### src/rtl/logic_reduce_pkg.sv
// Shared definitions for the logic reduction pipeline: op-code type and values.
package logic_reduce_pkg;

  typedef logic [2:0] op_t;

  localparam op_t OP_AND  = 3'b000;
  localparam op_t OP_OR   = 3'b001;
  localparam op_t OP_XOR  = 3'b010;
  localparam op_t OP_NAND = 3'b011;
  localparam op_t OP_NOR  = 3'b100;
  localparam op_t OP_XNOR = 3'b101;
  localparam op_t OP_PASS = 3'b110;
  localparam op_t OP_ZERO = 3'b111;

endpackage

### src/rtl/logic_reduce_core.sv
// Purely combinational bitwise reduction of NUM_IN operands of WIDTH bits.
// Inverting ops invert the full N-input reduction, never a pairwise chain.
module logic_reduce_core
  import logic_reduce_pkg::*;
#(
  parameter int WIDTH  = 8,
  parameter int NUM_IN = 2
) (
  input  logic [NUM_IN*WIDTH-1:0] in_data,
  input  op_t                     in_op,
  output logic [WIDTH-1:0]        result
);

  logic [WIDTH-1:0] and_r;
  logic [WIDTH-1:0] or_r;
  logic [WIDTH-1:0] xor_r;

  // Fold every operand into the three base reductions, then pick by op.
  always_comb begin
    // NOTE: blocking assignments here are intentional; each loop iteration
    // must see the accumulated value from the previous one.
    and_r = '1;
    or_r  = '0;
    xor_r = '0;
    for (int i = 0; i < NUM_IN; i++) begin
      and_r = and_r & in_data[i*WIDTH +: WIDTH];
      or_r  = or_r  | in_data[i*WIDTH +: WIDTH];
      xor_r = xor_r ^ in_data[i*WIDTH +: WIDTH];
    end
    case (in_op)
      OP_AND:  result = and_r;
      OP_OR:   result = or_r;
      OP_XOR:  result = xor_r;
      OP_NAND: result = ~and_r;
      OP_NOR:  result = ~or_r;
      OP_XNOR: result = ~xor_r;
      OP_PASS: result = in_data[WIDTH-1:0];
      default: result = '0;
    endcase
  end

endmodule

### src/rtl/logic_reduce_pipe.sv
// Logic reduction with a combinational tap and a 2-entry in-order result
// buffer behind a valid/ready handshake, plus a saturating accept counter.
module logic_reduce_pipe
  import logic_reduce_pkg::*;
#(
  parameter int WIDTH  = 8,
  parameter int NUM_IN = 2,
  parameter int CNT_W  = 16
) (
  input  logic                    clk,
  input  logic                    rst_n,
  input  logic                    in_valid,
  output logic                    in_ready,
  input  logic [NUM_IN*WIDTH-1:0] in_data,
  input  op_t                     in_op,
  output logic [WIDTH-1:0]        out_comb,
  output logic                    out_valid,
  input  logic                    out_ready,
  output logic [WIDTH-1:0]        out_data,
  output logic                    out_zero,
  output logic                    out_ones,
  output logic [CNT_W-1:0]        txn_count
);

  typedef struct packed {
    logic [WIDTH-1:0] data;
    logic             zero;
    logic             ones;
  } entry_t;

  logic [WIDTH-1:0] red;
  logic             push;
  logic             pop;

  entry_t           mem_q [2];
  entry_t           mem_d [2];
  logic             rd_ptr_q, rd_ptr_d;
  logic             wr_ptr_q, wr_ptr_d;
  logic [1:0]       count_q, count_d;
  logic [CNT_W-1:0] txn_q, txn_d;

  logic_reduce_core #(
    .WIDTH  (WIDTH),
    .NUM_IN (NUM_IN)
  ) u_core (
    .in_data (in_data),
    .in_op   (in_op),
    .result  (red)
  );

  assign out_comb  = red;

  // Handshake flags depend only on registered occupancy.
  assign in_ready  = (count_q != 2'd2);
  assign out_valid = (count_q != 2'd0);
  assign push      = in_valid && in_ready;
  assign pop       = out_valid && out_ready;

  // Head entry is gated so an empty buffer always presents zeros.
  assign out_data  = out_valid ? mem_q[rd_ptr_q].data : '0;
  assign out_zero  = out_valid & mem_q[rd_ptr_q].zero;
  assign out_ones  = out_valid & mem_q[rd_ptr_q].ones;
  assign txn_count = txn_q;

  // Next-state for pointers, occupancy, storage and the accept counter.
  always_comb begin
    mem_d    = mem_q;
    rd_ptr_d = rd_ptr_q;
    wr_ptr_d = wr_ptr_q;
    count_d  = count_q;
    txn_d    = txn_q;
    if (push) begin
      mem_d[wr_ptr_q] = '{data: red, zero: (red == '0), ones: (red == '1)};
      wr_ptr_d        = ~wr_ptr_q;
      if (txn_q != '1) begin
        txn_d = txn_q + CNT_W'(1);
      end
    end
    if (pop) begin
      rd_ptr_d = ~rd_ptr_q;
    end
    if (push && !pop) begin
      count_d = count_q + 2'd1;
    end else if (pop && !push) begin
      count_d = count_q - 2'd1;
    end
  end

  // Control state with synchronous active-low reset.
  always_ff @(posedge clk) begin
    // NOTE: non-blocking assignments in clocked blocks so every flop samples
    // the pre-edge values, independent of statement order.
    if (!rst_n) begin
      rd_ptr_q <= 1'b0;
      wr_ptr_q <= 1'b0;
      count_q  <= 2'd0;
      txn_q    <= '0;
    end else begin
      rd_ptr_q <= rd_ptr_d;
      wr_ptr_q <= wr_ptr_d;
      count_q  <= count_d;
      txn_q    <= txn_d;
    end
  end

  // Entry storage.
  always_ff @(posedge clk) begin
    // NOTE: storage is deliberately not reset; an emptied buffer hides stale
    // contents because the outputs are gated by out_valid.
    mem_q <= mem_d;
  end

endmodule

### config.mk
export PLATFORM = sky130hd
export DESIGN_NAME = logic_reduce_pipe
export DESIGN_NICKNAME = d
export VERILOG_FILES = /design/src/rtl/logic_reduce_pkg.sv /design/src/rtl/logic_reduce_core.sv /design/src/rtl/logic_reduce_pipe.sv
export SDC_FILE = /design/constraint.sdc
export NUM_CORES = 1
export LEC_CHECK = 0
export ABC_AREA = 1
export CORE_ASPECT_RATIO = 1.4
export CORE_MARGIN = 4
export CORE_UTILIZATION = 64
export CTS_CLUSTER_DIAMETER = 120
export DETAILED_ROUTE_END_ITERATION = 6
export DONT_BUFFER_PORTS = 1
export GPL_ROUTABILITY_DRIVEN = 0
export GPL_TIMING_DRIVEN = 0
export PLACE_DENSITY = 0.8
export SYNTH_ARGS = -nofsm -noshare
export SYNTH_HDL_FRONTEND = slang
export SYNTH_SLANG_ARGS = --single-unit
### constraint.sdc
create_clock -name clk -period 1.96 [get_ports clk]
set_clock_uncertainty 0.2 [all_clocks]
set_input_delay 0.196 -clock clk [delete_from_list [all_inputs] [get_ports clk]]
set_output_delay 0.196 -clock clk [all_outputs]
set_load 0.02 [all_outputs]
==> impl_metrics.sql <==
INSERT INTO impl_metrics (metric_group, metric, value, unit) VALUES
('setup_path', 'rr_endpoint', 'count_q[1]', ''),
('global_route', 'grt_pass1_wl', '10.4', 'mm'),
('hold_path', 'hold_path_depth', '3', ''),
('global_route', 'grt_util_all_layers', '23.5', '%'),
('clocking', 'cts_root_buf', 'clkbuf_8', ''),
('global_route', 'grt_overflow_total', '0', ''),
('sta', 'min_period', '1.92', 'ns'),
('global_route', 'grt_antenna_before_repair', '0', ''),
('setup_path', 'critical_path.slowest_cell', 'dfxtp_2', ''),
('clocking', 'clkTransAtPathRegs', '0.08', 'ns'),
('sta', 'timing.fmax', '0.521', 'GHz'),
('route', 'drt_first_pass_iters', '4', ''),
('setup_path', 'timing.critical_path.cells', 'nor2_1 -> inv_1 -> nand2_1 -> ha_1 -> a21oi_1 -> o21ai_0 -> o21ai_0 -> a21oi_1', ''),
('route', 'post_dr_vias_cell', '5.67', ''),
('setup_path', 'max_stage_delay', '0.38', 'ns'),
('setup_path', 'timing.reg2reg.setup_slack', '0.04', 'ns'),
('setup_path', 'timing.critical_path.to_type', 'flip-flop', ''),
('sta', 'final-hold-violation-count', '0', ''),
('route', 'first_iter_violations', '155', ''),
('setup_path', 'critical_path.reg2reg.startpoint', 'count_q[1]', ''),
('sta', 'hold-worst-slack', '0.101', 'ns'),
('pwr', 'power_leakage', '1.37', 'nW'),
('floorplan', 'start_util', '66.1', '%'),
('floorplan', 'row_count', '28', ''),
('pwr', 'ir_worst_vdd', '513', 'uV'),
('route', 'drc_errors', '0', ''),
('hold_path', 'timing.hold.worst.class', 'input port to flip-flop', ''),
('finish', 'finish.cell_count_without_fillers', '447', ''),
('clocking', 'clock_latency', '0.29', 'ns'),
('finish', 'layout.area.seq', '1010', 'sq um'),
('sta', 'fin_crit_sh', '97.8', '%'),
('floorplan', 'core-area', '4200', 'sq um'),
('finish', 'final_layout_size_suffix_gt1_share', '13.2', '%'),
('floorplan', 'design.portCount', '59', ''),
('route', 'postRouteAntennaNets', '0', ''),
('route', 'finalWirelength', '6.17', 'mm'),
('setup_path', 'critical_path_arrival', '1.89', 'ns'),
('sta', 'setup_viol', '0', ''),
('finish', 'layout.nets', '442', ''),
('floorplan', 'chipWidth', '63.7', 'um'),
('clocking', 'cts_tree', 'done', ''),
('clocking', 'cts.sink_count', '40', ''),
('setup_path', 'startpoint_type', 'flip-flop', ''),
('global_route', 'grt_max_degree', '15', ''),
('finish', 'layout_commonest_cell', 'nand2_1', ''),
('synth', 'postSynthRegisterBits', '40', ''),
('floorplan', 'dieHeight', '86.0', 'um'),
('route', 'wl_per_cell', '13.8', 'um'),
('sta', 'timing_worst_slew_pin_value', '0.552', 'ns'),
('finish', 'layout.cells.most_common_list', '106 x nand2_1, 50 x inv_1, 46 x nor2_1', ''),
('synth', 'avgSynthCellArea', '7.07', 'sq um'),
('finish', 'syn_to_final_growth', '8.24', '%'),
('clocking', 'htree_levels', '2', ''),
('synth', 'synth_fp_nets', '434', ''),
('route', 'routed-via-count', '2534', ''),
('synth', 'synthesis.instances', '393', ''),
('setup_path', 'worstRegToRegCells', '8', ''),
('hold_path', 'hold-path-endpoint', 'txn_count[0]', ''),
('setup_path', 'setup.worst_path.class', 'flip-flop to flip-flop', ''),
('sta', 'maxSlewViolCount', '0', ''),
('finish', 'layout.filler_cells', '358', ''),
('setup_path', 'crit_fanout', '4', ''),
('synth', 'syn-cell-area', '2780', 'sq um'),
('synth', 'yosysWarnings', '0', ''),
('hold_path', 'min_delay_startpoint', 'rst_n', ''),
('place', 'dp_cells', '438', ''),
('clocking', 'cts_max_path_buffers', '2', ''),
('flow_run', 'drv_cap', '0', ''),
('pwr', 'pwr_density_cell', '900', 'nW/um^2'),
('clocking', 'numCtsBuffers', '5', ''),
('outcome', 'outcome', 'finished clean', ''),
('finish', 'multiInputGateArea', '1510', 'sq um'),
('synth', 'synth_sequential_area_ratio', '36.0', '%'),
('floorplan', 'floorplan.die_area', '5470', 'sq um'),
('setup_path', 'cp_required', '1.94', 'ns'),
('finish', 'antennaDiodeCount', '0', ''),
('place', 'place_hpwl', '4.67', 'mm'),
('sta', 'timing.slew.headroom', '63.2', '%'),
('place', 'buffer_ports.inserted', '0', ''),
('global_route', 'first_global_vias', '2394', ''),
('sta', 'grt_setup_unrepaired', 'yes', ''),
('synth', 'netlist-cell-type-count', '29', '');
worst max path at each step:
stage                  from      endpoint  cells after the start
2_1_floorplan  txn_count[0]  txn_count[7]                      9
3_3_place_gp     count_q[0]      mem_q[4]                      4
3_5_place_dp     count_q[0]      mem_q[4]                      4
4_1_cts            rd_ptr_q   out_data[1]                      4
5_1_grt        txn_count[0]  txn_count[3]                      9
6_report         count_q[1]    count_q[1]                      8
power by group:
| group | switching (mW) | leakage, nW | internal, mW |
|---|---|---|---|
| registers | 0.0799 | 0.356 | 1.02 |
| clock network | 0.301 | 0.0548 | 0.383 |
| logic | 0.694 | 0.955 | 0.229 |
| total | 1.07 | 1.37 | 1.63 |
cell families (layout without fill, tap and decap cells):
kind of cell	after synthesis	after routing	synth area share, %
compound gates	42	42	8.33
buf+inv	68	77	10.5
simple gates	218	218	34.8
flops	40	40	36.0
xor+xnor	7	7	2.21
fa+ha+maj	18	18	8.11
registers in the layout, indices dropped and copies added (netlist names):
| register | flops |
|---|---|
| count_q | 2 |
| mem_q | 20 |
| rd_ptr_q | 1 |
| txn_count | 16 |
| wr_ptr_q | 1 |
critical path: cells and delay by family (launching register included):
kind | cells | cell delay [ns]
compound gates | 4 | 0.52
fa+ha+maj | 1 | 0.33
buf+inv | 1 | 0.17
flops | 1 | 0.38
simple gates | 2 | 0.20
metal layers:
layer	wire (um)	GRT usage (%)	up-vias
li1	-	-	1289
met1	2210	23.5	1151
met2	3320	44.0	77
met3	446	5.50	17
met4	195	13.0	0
met5	0	0	-
layout make-up:
class	instances	area share, %
plain buffers	13	2.91
clock buffers	5	2.29
clock inverters	3	1.54
inverters	54	6.74
multi-input cells	285	50.3
flip-flops and latches	40	33.7
well taps	45	1.87
repair buffers	2	0.583
repair_timing:
item,4_1_cts,5_1_grt
resized for setup,7,12
endpoints found under the hold margin,1,0
hold buffers,1,0
setup buffers,0,1
pin swaps,0,1
setup endpoints to repair,35,35
through the flow:
stage | power [mW] | setup TNS (ns) | utilization (%) | setup WS, ns | instance area, sq um
5_1_grt | 2.85 | -0.0188 | 71.5 | -0.0137 | 3010
4_1_cts | 2.70 | 0 | 70.8 | 0.00404 | 2980
3_5_place_dp | 2.00 | -3.21 | 67.4 | -0.152 | 2830
2_1_floorplan | 1.82 | 0 | - | 0.116 | 2780
6_report | 2.71 | 0 | 71.5 | 0.0423 | 3010
3_3_place_gp | 1.97 | -1.96 | 67.4 | -0.108 | 2830
Yosys cell counts:
cell type / count / area share (%)
nand3_1: 20 / 3.6
clkbuf_1: 5 / 0.68
dfxtp_1: 20 / 14
buf_2: 3 / 0.54
edfxtp_1: 20 / 22
inv_1: 50 / 6.8
a21boi_4: 1 / 0.68
nand2_4: 1 / 0.41
nor3b_1: 1 / 0.27
buf_4: 3 / 0.81
nor2_1: 48 / 6.5
nor3_1: 5 / 0.90
nand2_2: 6 / 1.4
xor2_1: 5 / 1.6
nand4_1: 24 / 5.4
ha_1: 18 / 8.1
a21oi_1: 26 / 4.7
nor2_4: 1 / 0.41
xnor2_1: 2 / 0.63
a31oi_1: 1 / 0.23
o21ai_0: 9 / 1.6
buf_6: 3 / 1.2
o21ai_1: 3 / 0.54
nor2_2: 4 / 0.90
inv_2: 4 / 0.54
o21ai_2: 1 / 0.32
a21boi_0: 1 / 0.27
nand2_1: 106 / 14
nand3_2: 2 / 0.72
Power figures use the tool's default switching activity.
